==> config.mk <==
export PLATFORM = sky130hd
export DESIGN_NAME = diffio_pattern_checker_sm
export DESIGN_NICKNAME = d
export VERILOG_FILES = /design/src/rtl/diffio_pkg.sv /design/src/rtl/diffio_lfsr32.sv /design/src/rtl/diffio_pattern_checker_sm.sv
export SDC_FILE = /design/constraint.sdc
export NUM_CORES = 1
export LEC_CHECK = 0
export BUFFER_PORTS_ARGS = -buffer_cell sky130_fd_sc_hd__buf_2
export CAP_MARGIN = 30
export CORE_AREA = 4 4 135 98
export DETAILED_ROUTE_END_ITERATION = 6
export DIE_AREA = 0 0 139 102
export MAX_ROUTING_LAYER = met4
export PLACE_DENSITY = 0.65
export SLEW_MARGIN = 20
export SYNTH_ARGS = -nofsm -noshare
export SYNTH_HDL_FRONTEND = slang
export SYNTH_HIERARCHICAL = 1
export SYNTH_SLANG_ARGS = --single-unit
==> constraint.sdc <==
create_clock -name CLK -period 5.73 [get_ports CLK]
set_input_delay 0.573 -clock CLK [delete_from_list [all_inputs] [get_ports CLK]]
set_output_delay 0.573 -clock CLK [all_outputs]
set_load 0.02 [all_outputs]
==> src/rtl/diffio_pkg.sv <==
// diffio_pkg: constants and types shared by the diffio pattern generator and checker.
//   - FSM state encodings (IDLE/LAUNCH/CHECK)
//   - default LFSR seed and feedback taps, kept in one place so generator and checker cannot drift
//   - diffio_lfsr_next(): one LFSR step
package diffio_pkg;

    localparam int unsigned DIFFIO_LFSR_W = 32;
    localparam int unsigned DIFFIO_TAP_HI = 30;
    localparam int unsigned DIFFIO_TAP_LO = 27;

    localparam logic [DIFFIO_LFSR_W-1:0] DIFFIO_DEFAULT_SEED = 32'hABCDEF01;

    typedef enum logic [3:0] {
        IDLE   = 4'b0000,
        LAUNCH = 4'b0001,
        CHECK  = 4'b0010
    } diffio_state_e;

    // Shift left, feedback from the two taps enters at bit 0.
    function automatic logic [DIFFIO_LFSR_W-1:0] diffio_lfsr_next(input logic [DIFFIO_LFSR_W-1:0] s);
        return {s[DIFFIO_LFSR_W-2:0], s[DIFFIO_TAP_HI] ^ s[DIFFIO_TAP_LO]};
    endfunction

endpackage

==> src/rtl/diffio_lfsr32.sv <==
// diffio_lfsr32: 32-bit pattern LFSR with seed load and shift enable.
// Ports:
//   CLK, RST_N : clock, asynchronous active-low reset (register resets to SEED)
//   LOAD       : reload SEED (wins over SHIFT)
//   SHIFT      : advance one step
//   MSB        : current register bit 31 (the pattern bit)
module diffio_lfsr32
    import diffio_pkg::*;
#(
    parameter logic [31:0] SEED = DIFFIO_DEFAULT_SEED
) (
    input  logic CLK,
    input  logic RST_N,
    input  logic LOAD,
    input  logic SHIFT,
    output logic MSB
);

    localparam int unsigned W = DIFFIO_LFSR_W;

    logic [W-1:0] lfsr_q;
    logic [W-1:0] lfsr_d;

    // Next-state: load has priority over shift.
    always_comb begin
        lfsr_d = lfsr_q;
        if (LOAD) begin
            lfsr_d = SEED;
        end else if (SHIFT) begin
            lfsr_d = diffio_lfsr_next(lfsr_q);
        end
    end

    always_ff @(posedge CLK or negedge RST_N) begin
        if (!RST_N) begin
            lfsr_q <= SEED;
        end else begin
            lfsr_q <= lfsr_d;
        end
    end

    assign MSB = lfsr_q[W-1];

endmodule

==> src/rtl/diffio_pattern_checker_sm.sv <==
// diffio_pattern_checker_sm: receive-side checker for the diffio LFSR pattern.
// Synchronizes BIT_IN, regenerates the LFSR locally and counts mismatches over
// NUM_BITS_TO_CHECK bits. Each bit spends one CLK_EN period in LAUNCH and one in
// CHECK, in lockstep with the generator.
// Ports:
//   CLK, RST_N     : clock, asynchronous active-low reset
//   CLK_EN         : advance enable for FSM, counter, LFSR and error count
//   START          : begin a run (accepted only in IDLE with CLK_EN high)
//   BIT_IN         : received pattern bit, asynchronous to CLK
//   BUSY           : run in progress
//   RESULT_VALID   : run finished, results stable until next accepted START
//   PASS           : RESULT_VALID with zero errors (combinational)
//   ERROR_COUNT    : saturating mismatch count
// Optional (macro DIFFIO_CHECKER_FIRST_ERR_EN):
//   FIRST_ERR_VALID, FIRST_ERR_INDEX : bit index of the first mismatch in the run
module diffio_pattern_checker_sm
    import diffio_pkg::*;
#(
    parameter int unsigned NUM_BITS_TO_CHECK = 1000,
    parameter logic [31:0] SEED              = DIFFIO_DEFAULT_SEED,
    parameter int unsigned SYNC_STAGES       = 2
) (
    input  logic        CLK,
    input  logic        RST_N,
    input  logic        CLK_EN,
    input  logic        START,
    input  logic        BIT_IN,
    output logic        BUSY,
    output logic        RESULT_VALID,
    output logic        PASS,
`ifdef DIFFIO_CHECKER_FIRST_ERR_EN
    output logic        FIRST_ERR_VALID,
    output logic [31:0] FIRST_ERR_INDEX,
`endif
    output logic [31:0] ERROR_COUNT
);

    localparam int unsigned CNT_W    = 32;
    localparam logic [CNT_W-1:0] CNT_LAST = CNT_W'(NUM_BITS_TO_CHECK - 1);

    diffio_state_e          state_q, state_d;
    logic [CNT_W-1:0]       cnt_q, cnt_d;
    logic [CNT_W-1:0]       err_q, err_d;
    logic                   busy_q, busy_d;
    logic                   rv_q, rv_d;
    logic [SYNC_STAGES-1:0] sync_q, sync_d;
`ifdef DIFFIO_CHECKER_FIRST_ERR_EN
    logic                   fev_q, fev_d;
    logic [CNT_W-1:0]       fidx_q, fidx_d;
`endif

    logic bit_s;
    logic exp_bit;
    logic lfsr_load;
    logic lfsr_shift;
    logic mismatch_c;

    diffio_lfsr32 #(
        .SEED (SEED)
    ) u_lfsr (
        .CLK   (CLK),
        .RST_N (RST_N),
        .LOAD  (lfsr_load),
        .SHIFT (lfsr_shift),
        .MSB   (exp_bit)
    );

    // Synchronizer runs every CLK regardless of CLK_EN.
    assign bit_s      = sync_q[SYNC_STAGES-1];
    assign mismatch_c = bit_s ^ exp_bit;

    // Next-state and output logic.
    always_comb begin
        sync_d     = {sync_q[SYNC_STAGES-2:0], BIT_IN};
        state_d    = state_q;
        cnt_d      = cnt_q;
        err_d      = err_q;
        busy_d     = busy_q;
        rv_d       = rv_q;
        lfsr_load  = 1'b0;
        lfsr_shift = 1'b0;
`ifdef DIFFIO_CHECKER_FIRST_ERR_EN
        fev_d      = fev_q;
        fidx_d     = fidx_q;
`endif
        if (CLK_EN) begin
            case (state_q)
                IDLE: begin
                    if (START) begin
                        err_d   = '0;
                        rv_d    = 1'b0;
                        busy_d  = 1'b1;
                        state_d = LAUNCH;
`ifdef DIFFIO_CHECKER_FIRST_ERR_EN
                        fev_d   = 1'b0;
                        fidx_d  = '0;
`endif
                    end
                end
                LAUNCH: begin
                    busy_d  = 1'b1;
                    state_d = CHECK;
                end
                CHECK: begin
                    if (mismatch_c) begin
                        if (err_q != '1) begin
                            err_d = err_q + CNT_W'(1);
                        end
`ifdef DIFFIO_CHECKER_FIRST_ERR_EN
                        if (!fev_q) begin
                            fev_d  = 1'b1;
                            fidx_d = cnt_q;
                        end
`endif
                    end
                    if (cnt_q == CNT_LAST) begin
                        cnt_d     = '0;
                        lfsr_load = 1'b1;
                        rv_d      = 1'b1;
                        busy_d    = 1'b0;
                        state_d   = IDLE;
                    end else begin
                        cnt_d      = cnt_q + CNT_W'(1);
                        lfsr_shift = 1'b1;
                        busy_d     = 1'b1;
                        state_d    = LAUNCH;
                    end
                end
                default: begin
                    busy_d  = 1'b0;
                    state_d = IDLE;
                end
            endcase
        end
    end

    always_ff @(posedge CLK or negedge RST_N) begin
        if (!RST_N) begin
            state_q <= IDLE;
            cnt_q   <= '0;
            err_q   <= '0;
            busy_q  <= 1'b0;
            rv_q    <= 1'b0;
            sync_q  <= '0;
`ifdef DIFFIO_CHECKER_FIRST_ERR_EN
            fev_q   <= 1'b0;
            fidx_q  <= '0;
`endif
        end else begin
            state_q <= state_d;
            cnt_q   <= cnt_d;
            err_q   <= err_d;
            busy_q  <= busy_d;
            rv_q    <= rv_d;
            sync_q  <= sync_d;
`ifdef DIFFIO_CHECKER_FIRST_ERR_EN
            fev_q   <= fev_d;
            fidx_q  <= fidx_d;
`endif
        end
    end

    assign BUSY         = busy_q;
    assign RESULT_VALID = rv_q;
    assign ERROR_COUNT  = err_q;
    assign PASS         = rv_q && (err_q == '0);
`ifdef DIFFIO_CHECKER_FIRST_ERR_EN
    assign FIRST_ERR_VALID = fev_q;
    assign FIRST_ERR_INDEX = fidx_q;
`endif

endmodule

Yosys cells after proc, flatten, opt, wreduce, memory -nomap -nowiden
Index checks and enable logic that the tools add are counted.
{"block": "totals", "ff_bits": 104, "elab_cells": 49, "out_inout_bits": 35}
{"block": "classes", "n_mux": 21, "n_addsub": 2, "eq_ne": 8, "bitwise": 2, "n_reduce_logical": 9}
{"op": "32-bit 2-to-1 mux", "count": 6}
{"op": "32-bit by 1-bit adder with 32-bit output (second input constant)", "count": 2}
{"op": "32-bit case mux with 2 select lines", "count": 1}
{"op": "32-bit by 10-bit == test with 1-bit output (second input constant)", "count": 1}
{"op": "32-bit zero test", "count": 1}
{"op": "32-bit inequality test (second input constant)", "count": 1}
{"op": "4-bit case mux with 3 select lines", "count": 1}
{"op": "1-bit 2-to-1 mux", "count": 10}
{"op": "2-bit inequality test (second input constant)", "count": 4}
{"op": "5-bit AND reduction", "count": 1}
{"op": "4-bit by 1-bit == test with 1-bit output (second input constant)", "count": 1}
{"op": "4-bit by 2-bit == test with 1-bit output (second input constant)", "count": 1}
{"op": "4-bit zero test", "count": 1}
{"op": "4-bit 2-to-1 mux", "count": 1}
{"op": "2-bit AND reduction", "count": 2}
{"op": "4-bit AND reduction", "count": 1}
{"op": "2-bit nonzero test", "count": 2}
{"op": "1-bit case mux with 3 select lines", "count": 1}
{"op": "1-bit case mux with 2 select lines", "count": 1}
{"op": "1-bit XOR", "count": 2}
{"op": "1-bit logical AND", "count": 1}

Logic depth before layout (Yosys ltp)
{"block": "depth", "ltp_word": 6, "depth_mapped": 9, "ltp_nobuf": 7}

Cells and area by module
The synthesis kept the hierarchy.
{"mod": "diffio_pattern_checker_sm", "area_per_inst_um2": 3906.2, "cells_per_inst": 402, "n_inst": 1, "seq_area_each_um2": 1751.7}
{"mod": "diffio_lfsr32", "area_per_inst_um2": 1355.0, "cells_per_inst": 105, "n_inst": 1, "seq_area_each_um2": 823.3}

Worst setup path after synthesis
OpenSTA, ideal clock, no wires.
{"block": "synth_timing", "path_kind": "register to register", "from": "reg err_q[0] (netlist: ERROR_COUNT[0])", "to": "reg err_q[16] (netlist: ERROR_COUNT[16])", "stages_incl_launch_ff": 9, "t_arrival_ns": 1.999, "path_buffers": 2, "setup_ns": 0.092, "setup_slack_ns": 3.639, "required_time_ns": 5.638, "cell_sequence": "dfrtp_1 ha_1 nand3_1 nor4_4 a31o_4 or2_1 buf_4 buf_6 o31ai_2"}
{"block": "synth_between", "elab_chain_len": 4, "elab_cells_between_ends": 7, "classes_between": "1 x add/sub; 2 x eq/ne; 3 x mux; 1 x reduce/logical"}
{"element": "from (decl)", "line": "diffio_pattern_checker_sm.sv:43", "source": "logic [CNT_W-1:0] err_q, err_d;"}
{"element": "from (signal assigned)", "line": "diffio_pattern_checker_sm.sv:152", "source": "err_q <= err_d;"}
{"element": "32-bit by 1-bit adder with 32-bit output", "line": "diffio_pattern_checker_sm.sv:107", "source": "err_d = err_q + CNT_W'(1);"}
{"element": "32-bit 2-to-1 mux", "line": "diffio_pattern_checker_sm.sv:106", "source": "if (err_q != '1) begin"}
{"element": "32-bit 2-to-1 mux", "line": "diffio_pattern_checker_sm.sv:105", "source": "if (mismatch_c) begin"}
{"element": "32-bit case mux with 2 select lines", "line": "diffio_pattern_checker_sm.sv:87", "source": "case (state_q)"}
Parallel ways exist; a longest one is shown, timed or not. The select of a mux whose other input is x is not followed.
A chain may end at the register's enable or synchronous reset.

Final worst setup path
{"block": "layout_timing", "from": "reg err_q[0] (netlist: ERROR_COUNT[0])", "to": "reg err_q[18] (netlist: ERROR_COUNT[18])"}
The elaborated chain is that of the path after synthesis.

==> metrics.md <==
| Metric | Value |
|---|---|
| GR Util All Layers | roughly 17% |
| Final Non-Filler Cells | 704 |
| Cells after synthesis | 507 |
| Hold Buf Count CTS | 0 |
| Nets | 545 |
| Max-cap viol count | 0 |
| DP HPWL | 7780 um |
| Ys async rst share | 100% |
| Final core utilization | 48.4% |
| Post-Synth Simple-Gate Area | between 20% and 30% |
| Share of the synthesized area in the top cell type | 40.0% |
| Via Count | about 4000 |
| Syn_nets | 515 |
| GPL Wtd Cong | 0.860 |
| Avg Inst Size Synth | 10.4 um2 |
| GR Util met1 | 23.8% |
| Clk slew on worst S/H paths | 70 ps |
| Tmin final | 3290 ps |
| Top FF cell, synth | dfrtp_1 |
| DIE AREA | roughly 14000 um2 |
| Largest family of logic cells by synthesized area | simple AND/OR/NAND/NOR gates |
| Pwr Density | around 280 nW/um2 |
| Final-report setup violation count | 0 |
| CTS root buf | clkbuf_16 |
| Worst-Margin Slew | ~790 ps |
| Clock network latency to the later pin of the worst-skew pair | 340 ps |
| Met2 Use GR | 26.6% |
| First-pass iteration count of the detailed router | 5 |
| Register area share after synthesis | 48.9% |
| CTS tree | built |
| Hold Crit Class | input port to async pin |
| DR vias/cell | 5.60 |
| First-pass GRT wire length | a little under 20000 um |
| Height of the die | ~100 um |
| Multiplexer share of the synthesized area | 6.49% |
| Largest net degree at the start of global routing | 79 |
| Largest cells by area after synthesis | dfrtp_1 (40%), dfstp_2 (9.0%), mux2i_1 (6.3%) |
| Number of global-route vias before repair | 3915 |
| Synth Cell Area | 5260 um2 |
| Worst EP required | 5950 ps |
| Area delta synth->final | 11.1% |
| Layout cells sized above 1 | 20.1% |
| Status | finished, final reports clean |
| Post-CTS setup buffer count | 0 |
| Ports | 40 |
| Number of gates resized after cts | 0 |
| Total Neg Setup Slack | 0 ps |
| Port Buffers | 39 |
| R2R Path Start | ERROR_COUNT[0] |
| TritonCTS Sinks | 102 |
| DRC | 0 |
| Setup Crit Path Kind | flop to flop |
| Initial antenna violation count | 0 |
| Number of synthesized register bits | a little over 100 |
| Met3 Track Usage GR | about 3.6% |
| Post-synth top area cell | dfrtp_1 |
| P_leak | roughly 2.6 nW |
| Slew HR | 47.2% |
| Grt ovf | 0 |
| CP arrival | 3500 ps |
| EDFF count, synth | 0 |
| Maximum clock insertion buffer count | 2 |
| Synth Area in Compound Gates | 13.3% |
| XOR/XNOR Fraction of Synth Area | 4.99% |
| H-Tree Depth | 3 |
| Crit-path max FO | 34 |
| Cell Rows | 34 |
| Number of distinct library cells after synthesis | between 50 and 60 |
| Max VDD drop | approximately 0.15 mV |
| Clk_skew | between 4 and 5 ps |
| Synthesis Warnings | 6 |
| Core area | 12100 um2 |
| Reg-to-Reg End | ERROR_COUNT[18] |
| Final Hold Violating Endpoints | 0 |
| Fin. max-slew vios | 0 |
| Crit path launch type | flop |
| Routed WL | around 11000 um |
| RSZ-0062 raised after global routing | false |
| Worst Reg2Reg Path Length in Cells | 7 |
| Peak Freq | slightly above 300 MHz |
| Most Crowded Layer GR | met2 |
| FF-to-FF setup slack | 2440 ps |
| Initial drt markers | 358 |
| Post-Synth Adder-Cell Area | 0.713% |
| Effective utilization at floorplan | 43.5% |
| Clock buffer count from CTS | 9 |
| Placed cell count | 687 |
| Period utilisation layout | 57.3% |
| Die W | 139 um |
| Ant. Diodes | 0 |
| Mean routed wirelength per cell | 16.3 um |
| Critical Path Sink Type | flop |
| Antenna Violating Nets Remaining | 0 |
==> final cells by class <==
class / instances / area, um2
fillers: 1140 / 6230
well taps: 162 / 203
clock buffers: 11 / 233
clock inverters: 5 / 43.8
multi-input cells: 367 / 2470
repair buffers: 45 / 280
inverters: 12 / 45.0
flip-flops and latches: 102 / 2570
==> per-layer routing <==
| metal | vias up | wire length (um) |
|---|---|---|
| li1 | 1890 | - |
| met1 | 1953 | 5670 |
| met2 | 89 | 5270 |
| met3 | 13 | 449 |
| met4 | 0 | 89 |
| met5 | - | 0 |
==> state kept, by name (all words and copies together) (netlist names) <==
name and count:
RESULT_VALID 1, BUSY 1, u_lfsr/lfsr_q 32, sync_q 2
state_q 2, ERROR_COUNT 32, cnt_q 32
==> cells in the final DEF, fill, tap and decap left out, drive strengths merged, types with 8 or more instances in the layout <==
| master | count |
|---|---|
| mux2i | 33 |
| inv | 14 |
| a21oi | 9 |
| clkbuf | 11 |
| nand4 | 22 |
| xor2 | 13 |
| dfstp | 18 |
| nand2 | 55 |
| buf | 45 |
| and3 | 10 |
| o31ai | 19 |
| nor3 | 8 |
| nor4 | 20 |
| o21ai | 33 |
| dfrtp | 84 |
| nor2 | 44 |
| xnor2 | 17 |
| nand3 | 19 |
| a31oi | 14 |
==> cells by family after synthesis <==
family	Yosys count
XOR/XNOR	30
AND/OR/NAND/NOR	204
flip-flops	102
adder cells (fa/ha/maj)	3
AO/OA/AOI/OAI	96
buffers and inverters	38
multiplexers	34
==> cell usage after synthesis (4+ instances only) <==
library cell  number
buf_2              7
and2_1             5
nand3_1           18
nand4_1           21
clkbuf_1          11
nand2b_1           4
o21ai_1            4
mux2i_1           33
buf_6              4
inv_1             11
dfrtp_1           84
o31ai_1            4
xnor2_1           17
nor4_4             4
nor4_1            15
nor2_1            44
a21o_1             4
o31ai_2           15
o21ai_0           29
dfstp_2           18
xor2_1            13
nand2_1           55
a31oi_1           14
and3_1             9
a21oi_1            9
o41ai_1            4
and4_1             4
nor3_1             7
==> per-stage QoR <==
stage / worst slack [ps] / instance area [um2] / total power (W) / hold slack, ps
2_1_floorplan: 3640 / 5260 / 0.000987 / 277
3_3_place_gp: 2670 / 5510 / 0.00103 / 339
3_5_place_dp: 2490 / 5540 / 0.00105 / 338
4_1_cts: 2490 / 5820 / 0.00163 / 134
5_1_grt: 2210 / 5850 / 0.00169 / 139
6_report: 2440 / 5850 / 0.00161 / 127
==> critical path: stages (launching register included) <==
cell and delay (ps):
dfrtp_1 440, ha_1 220, nand3_1 270, nor4_4 680, a31o_4 490, or2_1 530, buf_4 380, o41ai_1 120
==> how the worst max path moves through the flow <==
stage | depth (start not counted) | slack (ps) | start | end
floorplan | 8 | 3640 | ERROR_COUNT[0] | ERROR_COUNT[16]
finish | 7 | 2440 | ERROR_COUNT[0] | ERROR_COUNT[18]
detailed placement | 7 | 2490 | ERROR_COUNT[0] | ERROR_COUNT[14]
global route | 7 | 2210 | ERROR_COUNT[0] | ERROR_COUNT[13]
global placement | 7 | 2670 | ERROR_COUNT[0] | ERROR_COUNT[13]
CTS | 7 | 2490 | ERROR_COUNT[0] | ERROR_COUNT[18]
==> report_power, final <==
part	switching (W)	total [W]	internal [W]
clock	0.000277	0.000578	0.000301
sequential	0.0000511	0.000824	0.000773
combinational	0.000123	0.000208	0.0000855
Note: power is estimated with default switching activity, not from simulation.
